## src/rtl/rtr_link_pipeline.sv

```systemverilog
// rtr_link_pipeline: per-port channel/flow-control delay lines with per-VC credit tracking and sticky error flags
module rtr_link_pipeline #(
  parameter int num_ports = 5,
  parameter int num_vcs = 4,
  parameter int vc_idx_width = 2,
  parameter int channel_width = 68,
  parameter int flow_ctrl_width = 3,
  parameter int num_stages = 1,
  parameter int buffer_size = 8,
  parameter int cnt_width = 4
) (
  input  logic clk,
  input  logic reset,
  input  logic [num_ports*channel_width-1:0] channel_in_ip,
  output logic [num_ports*channel_width-1:0] channel_out_op,
  input  logic [num_ports*flow_ctrl_width-1:0] flow_ctrl_in_op,
  output logic [num_ports*flow_ctrl_width-1:0] flow_ctrl_out_ip,
  output logic [num_ports*num_vcs*cnt_width-1:0] credit_count_pv,
  output logic [num_ports-1:0] error_ip,
  output logic error
);
  localparam int ch_w = num_ports*channel_width;
  localparam int fc_w = num_ports*flow_ctrl_width;
  localparam logic [cnt_width-1:0] full = cnt_width'(buffer_size);
  if (num_stages == 0) begin : g_comb
    assign channel_out_op = channel_in_ip;
    assign flow_ctrl_out_ip = flow_ctrl_in_op;
  end else begin : g_pipe
    logic [ch_w-1:0] ch_q [num_stages];
    logic [fc_w-1:0] fc_q [num_stages];
    always_ff @(posedge clk or posedge reset)
      if (reset) begin
        for (int i = 0; i < num_stages; i++) begin
          ch_q[i] <= '0;
          fc_q[i] <= '0;
        end
      end else begin
        ch_q[0] <= channel_in_ip;
        fc_q[0] <= flow_ctrl_in_op;
        for (int i = 1; i < num_stages; i++) begin
          ch_q[i] <= ch_q[i-1];
          fc_q[i] <= fc_q[i-1];
        end
      end
    assign channel_out_op = ch_q[num_stages-1];
    assign flow_ctrl_out_ip = fc_q[num_stages-1];
  end
  for (genvar p = 0; p < num_ports; p++) begin : g_port
    logic ch_v, fc_v, oor, err_q;
    logic [vc_idx_width-1:0] ch_vc, fc_vc;
    logic [num_vcs-1:0] fault;
    assign ch_v = channel_in_ip[p*channel_width];
    assign ch_vc = channel_in_ip[p*channel_width+1 +: vc_idx_width];
    assign fc_v = flow_ctrl_out_ip[p*flow_ctrl_width];
    assign fc_vc = flow_ctrl_out_ip[p*flow_ctrl_width+1 +: vc_idx_width];
    assign oor = (ch_v && int'(ch_vc) >= num_vcs) || (fc_v && int'(fc_vc) >= num_vcs);
    // Sends count against the router-side input, returns against the delayed credit
    for (genvar v = 0; v < num_vcs; v++) begin : g_vc
      logic dec, inc;
      logic [cnt_width-1:0] cnt;
      assign dec = ch_v && ch_vc == vc_idx_width'(v);
      assign inc = fc_v && fc_vc == vc_idx_width'(v);
      assign fault[v] = (dec && !inc && cnt == '0) || (inc && !dec && cnt == full);
      always_ff @(posedge clk or posedge reset)
        if (reset) cnt <= full;
        else if (dec && !inc && cnt != '0) cnt <= cnt - 1'b1;
        else if (inc && !dec && cnt != full) cnt <= cnt + 1'b1;
      assign credit_count_pv[(p*num_vcs+v)*cnt_width +: cnt_width] = cnt;
    end
    always_ff @(posedge clk or posedge reset)
      if (reset) err_q <= 1'b0;
      else if (oor || |fault) err_q <= 1'b1;
    assign error_ip[p] = err_q;
  end
  always_ff @(posedge clk or posedge reset)
    if (reset) error <= 1'b0;
    else error <= |error_ip;
endmodule

```

## config.mk

```make
export PLATFORM = sky130hd
export DESIGN_NAME = rtr_link_pipeline
export DESIGN_NICKNAME = d
export VERILOG_FILES = /design/src/rtl/rtr_link_pipeline.sv
export SDC_FILE = /design/constraint.sdc
export NUM_CORES = 1
export LEC_CHECK = 0
export BUFFER_PORTS_ARGS = -buffer_cell sky130_fd_sc_hd__buf_2
export CELL_PAD_IN_SITES_DETAIL_PLACEMENT = 0
export CELL_PAD_IN_SITES_GLOBAL_PLACEMENT = 1
export CORE_AREA = 2 2 312 314
export CTS_CLUSTER_SIZE = 16
export DETAILED_ROUTE_END_ITERATION = 7
export DIE_AREA = 0 0 314 316
export PLACE_DENSITY = 0.52
export SLEW_MARGIN = 20
export SYNTH_ARGS = -nofsm -noshare
export SYNTH_HDL_FRONTEND = slang
export SYNTH_SLANG_ARGS = --single-unit
```

## constraint.sdc

```tcl
create_clock -name clk -period 16.9 [get_ports clk]
set_input_delay 1.69 -clock clk [delete_from_list [all_inputs] [get_ports clk]]
set_output_delay 1.69 -clock clk [all_outputs]
set_load 0.01 [all_outputs]
```

==> results of run 1 <==
## logic make-up after synthesis
| family | Yosys count | share of synthesized area |
|---|---|---|
| AO/OA/AOI/OAI | 161 | 0.07540 |
| XOR/XNOR | 36 | 0.02043 |
| adder cells (fa/ha/maj) | 20 | 0.01622 |
| buffers and inverters | 62 | 0.01727 |
| flip-flops | 441 | 0.7167 |
| multiplexers | 38 | 0.02619 |
| AND/OR/NAND/NOR | 334 | 0.1278 |
## cells in the mapped netlist (all sizes together), types with 9 or more instances
cell type  number  area, sq um
dfrtp         421        10540
nand2          49        183.9
nor2           39        146.4
nor3           39        195.2
clkbuf         38        143.9
a21oi          30        150.1
xnor2          30        262.8
nand3          25        125.1
nor4           23        143.9
or4            23        172.7
o21ai          21        105.1
dfstp          20        525.5
ha             20        250.2
mux2           19        214.0
mux2i          19        190.2
and3           16        101.4
nand4          16        100.1
and2           15        93.84
o31ai          15        112.6
buf            13        81.33
nand3b         13        97.59
a31oi          12        75.07
and3b          12        105.1
nand2b         12        75.07
a311oi         11        96.34
inv            11        41.29
or3            10        62.56
or4b           10        100.1
a22oi           9        81.33
nor3b           9        87.59
o22a            9        78.83
## final cells by class
class / instances / area (sq um)
Sequential cell: 441 / 11060
Inverter: 11 / 48.80
Timing Repair Buffer: 803 / 4034
Multi-Input combinational cell: 589 / 4105
Clock inverter: 31 / 419.2
Antenna cell: 7 / 17.52
Fill cell: 10240 / 73190
Clock buffer: 73 / 1524
Tap cell: 1276 / 1597
## worst max-delay path, stage by stage
cell and delay, ns:
buf_2 0.13, inv_8 0.55, buf_4 0.80, buf_4 0.83
## metal layers
metal,track usage,wire length (microns),vias to the layer above
li1,-,-,5597
met1,0.1528,26460,6161
met2,0.1994,30240,549
met3,0.04716,5908,106
met4,0.04763,1898,2
met5,0,10,-
## power groups by stage
| stage | clock (mW) | combinational (mW) | sequential (mW) |
|---|---|---|---|
| finish | 1.25 | 0.605 | 1.39 |
| detailed placement | 0 | 0.616 | 1.41 |
| floorplan | 0 | 0.336 | 1.38 |
| global route | 1.34 | 0.677 | 1.42 |
| global placement | 0 | 0.605 | 1.40 |
| CTS | 1.30 | 0.618 | 1.39 |
## through the flow
stage	power (mW)	instance area, sq um	setup slack, ns
4_1_cts	3.310	22790	13.22
3_3_place_gp	2.010	20850	12.62
2_1_floorplan	1.713	15430	2.956
6_report	3.248	22810	13.34
5_1_grt	3.441	22800	12.91
3_5_place_dp	2.027	20850	12.51
## worst paths after layout
| kind | start | end | slack (ns) | cells past startpoint |
|---|---|---|---|---|
| max | reset | channel_out_op[294] | 13.34 | 4 |
| min | g_port[0].err_q | error | 0.52 | 2 |
| max reg2reg | flow_ctrl_out_ip[9] | g_port[3].g_vc[0].cnt[2] | 14.30 | 8 |
| min reg2reg | g_port[0].err_q | error | 0.52 | 2 |
| max in group clk | channel_in_ip[69] | g_port[1].g_vc[2].cnt[2] | 13.55 | 9 |
| min in group asynchronous | reset | channel_out_op[313] | 1.21 | 2 |
## registers in the layout, indices dropped and copies added (netlist names)
name / flops
channel_out_op: 340
g_port.g_vc.cnt: 80
flow_ctrl_out_ip: 15
g_port.err_q: 5
error: 1
==> results.yml, run 1 <==
run_status:
  status: "finished clean"
final_layout:
  drive_gt1_frac: 0.4882
  fin_cells: 3231
  nets: 2278
  final_common_cell: "buf_2"
  fin_util: 0.2376
  final_cell_mix: "797 x buf_2, 421 x dfrtp_1, 55 x clkbuf_16, 49 x nand2_1"
  synthToLayoutAreaGrowth_pct: 47.78
sta:
  finalSetupTns_ns: 0
  period_needed_ns: 3.557
  period_share: 0.2104
  hold_viol_final: 0
  max_clock_freq_ghz: 0.2812
  relSlewSlack: 0.3723
  setup_viol: 0
  rsz0062_at_grt: "no"
  maxSlewViolCount: 0
  tightest_slew_ns: 0.9416
  clock_skew_ns: 0.05143
  holdWs_ns: 0.5191
route:
  routed_wl_mm: 64.52
  drt-vias-per-instance: 3.842
  drtPass1Iterations: 4
  ant_nets: 0
  wl_per_cell_microns: 19.97
  initialDrtViolationCount: 607
  num_vias: 12420
  drc: 0
run:
  drv_cap: 0
global_routing:
  overflow: 0
  antenna_found_initial: 35
  grt_pass1_wl_mm: 90.20
  grt_pass1_vias: 12830
  grt_usage: 0.1250
  grt_max_degree: 113
clocking:
  cts_num_sinks: 441
  cts_resized: 0
  clk_latency_ns: 0.65
  path_clk_slew_ns: 0.06
  hold_buffers: 0
  post_cts_buffers: 0
  cts_tree: "built"
  htree_num_levels: 2
  cts_inserted_buffers: 55
  cts_buffer_depth: 3
  cts_root_buf: "clkbuf_16"
placed_design:
  dp_cells: 3120
  dpl.hpwl_mm: 51.63
  place_congestion: 0.8888
  io_buffers: 797
setup_path:
  crit_type: "input pin to async pin"
  cp_max_fo: 112
  critPathRequiredTime_ns: 17.52
  end_kind: "async pin"
  startpoint_type: "input pin"
  critical_path_arrival_ns: 4.18
floorplanning:
  die_area_sq_um: 99220
  coreArea_sq_um: 95990
  start_util: 0.1608
  die-width_microns: 314
  ios: 798
  num_rows: 114
  die_y_microns: 316
synthesis:
  syn_area_per_cell_sq_um: 14.13
  syn-num-nets: 1469
  ys_seq_area_frac: 0.7167
  synth_area_sq_um: 15430
  syn_inst: 1092
  async_reset_ff_frac: 1.000
  ys_warn_count: 0
  synth_seq_cells: 441
  yosysUniqueCellTypes: 71
  synthFlopType: "dfrtp_1"
  synth_edf_count: 0
power:
  power_frac_comb: 0.186
  power_report.internal_total_mw: 2.202
  power_density_nw_per_um2: 142.4
  clkPwrFrac: 0.385
  pwr-share-seq: 0.428
  leakage_nw: 10.61
  p_sw_mw: 1.046
  p_sw_frac: 0.3220
  ir_drop_mv: 0.07832
min_path:
  hp-class: "flop to flop"
Power figures use the tool's default switching activity.
==> inputs of run 2 (changes only) <==
PLACE_DENSITY = 0.54   (was 0.52)
clock period = 3.2 ns   (was 16.9 ns; I/O delays follow)
==> results.yml, run 2 (synthesized netlist as in run 1, its figures left out) <==
sta:
  maxSlewViolCount: 0
  clock_skew_ns: 0.02366
  relSlewSlack: 0.4673
  period_share: 0.8328
  period_needed_ns: 2.665
  hold_viol_final: 0
  max_clock_freq_ghz: 0.3753
  worst_slack_ns: 0.5352
  tightest_slew_ns: 0.7890
  setup_viol: 0
  rsz0062_at_grt: "no"
setup_path:
  critical_path_arrival_ns: 3.20
  crit_type: "flop to flop"
  reg2reg_from: "g_port[2].g_vc[2].cnt[1]"
  startpoint_type: "flop"
  rrSetupSlack_ns: 0.54
  crit_start: "g_port[2].g_vc[2].cnt[1]"
  end_kind: "flop"
  critPathRequiredTime_ns: 3.73
  cp_max_fo: 11
clocking:
  clk_latency_ns: 0.61
  hold_buffers: 356
  cts_tree: "built"
  cts_inserted_buffers: 53
  post_cts_buffers: 0
  htree_num_levels: 2
  path_clk_slew_ns: 0.06
  cts_buffer_depth: 3
  cts_num_sinks: 441
  cts_root_buf: "clkbuf_16"
  cts_resized: 0
route:
  drc: 0
  ant_nets: 0
  routed_wl_mm: 63.20
  drt-vias-per-instance: 3.859
  num_vias: 13850
  initialDrtViolationCount: 821
  drtPass1Iterations: 5
  wl_per_cell_microns: 17.60
final_layout:
  largest_reg_flops: 340
  final_cell_mix: "797 x buf_2, 421 x dfrtp_1, 356 x dlygate4sd3_1, 53 x clkbuf_16, 49 x nand2_1"
  drive_gt1_frac: 0.4094
  synthToLayoutAreaGrowth_pct: 70.18
  final_common_cell: "buf_2"
  nets: 2647
floorplanning:
  die_area_sq_um: 99220
  ios: 798
  coreArea_sq_um: 95990
  num_rows: 114
  die-width_microns: 314
  start_util: 0.1608
  die_y_microns: 316
global_routing:
  antenna_found_initial: 9
  grt_max_degree: 82
  grt_pass1_wl_mm: 92.60
  grt_usage: 0.1230
  overflow: 0
  grt_pass1_vias: 14680
power:
  power_density_nw_per_um2: 641.8
  p_total_mw: 16.86
  ir_drop_mv: 0.4173
  leakage_nw: 12.04
min_path:
  hp-class: "input pin to async pin"
placed_design:
  place_congestion: 0.8676
  io_buffers: 797
  place_ws_ns: 0.5701
  dpl.hpwl_mm: 49.10
run:
  drv_cap: 0
run_status:
  status: "finished clean"
==> run 2: cell types whose count changed in the layout (fill, tap and decap cells not counted), moves of 2 or more <==
cell           previous run  this run
clkbuf_1                 10        23
inv_8                     5         1
diode_2                   7         1
buf_12                    0         4
buf_4                     6        17
dlygate4sd3_1             0       356
clkbuf_16                55        53
bufinv_16                 6         3
clkbuf_8                  8         5
clkinv_2                  6         2
==> run 2: critical path, stage by stage (launching register included) <==
cell	delay (ns)
dfrtp_1	0.49
nor4_1	0.61
or3_1	0.23
o21ai_0	0.09
ha_1	0.25
or4_1	0.53
a22oi_1	0.23
o22a_1	0.18
==> run 2: layout make-up <==
type	instances	area (sq um)
Antenna cell	1	2.502
Clock buffer	81	1481
Clock inverter	17	211.5
Fill cell	9859	69730
Inverter	11	45.04
Multi-Input combinational cell	589	4105
Sequential cell	441	11060
Tap cell	1276	1597
Timing Repair Buffer	1174	7760
==> run 2: routing by layer <==
metal / share of wire / global-route usage
met5: 0 / 0
met3: 0.080 / 0.04034
met4: 0.019 / 0.03164
met2: 0.51 / 0.2158
met1: 0.40 / 0.1439
==> run 2: per-stage QoR <==
step | setup TNS (ns) | area (sq um) | util | instances | hold slack (ns)
final | 0 | 26260 | 0.2736 | 3590 | 0.3059
after global routing | 0 | 26260 | 0.2736 | 3590 | 0.3030
after CTS | 0 | 26260 | 0.2736 | 3589 | 0.2634
after detailed placement | 0 | 21000 | 0.2188 | 3135 | 0.4117
after global placement | 0 | 21000 | 0.2188 | 3135 | 0.4069
after floorplan | -1317.83 | 15440 | - | 1092 | 0.3514
==> run 2: final timing paths <==
| check | end | depth (start not counted) |
|---|---|---|
| setup / recovery | g_port[2].g_vc[2].cnt[2] | 7 |
| hold / removal | flow_ctrl_out_ip[11] | 3 |
| setup reg to reg | g_port[2].g_vc[2].cnt[2] | 7 |
| hold reg to reg | error | 2 |
| max in group asynchronous | channel_out_op[241] | 5 |
| min in group clk | channel_out_op[302] | 2 |
==> run 2: power breakdown <==
part	total, mW	switching [mW]	internal, mW
sequential	7.34	1.08	6.26
clock	5.94	2.49	3.45
combinational	3.58	1.81	1.77
total	16.9	5.38	11.5
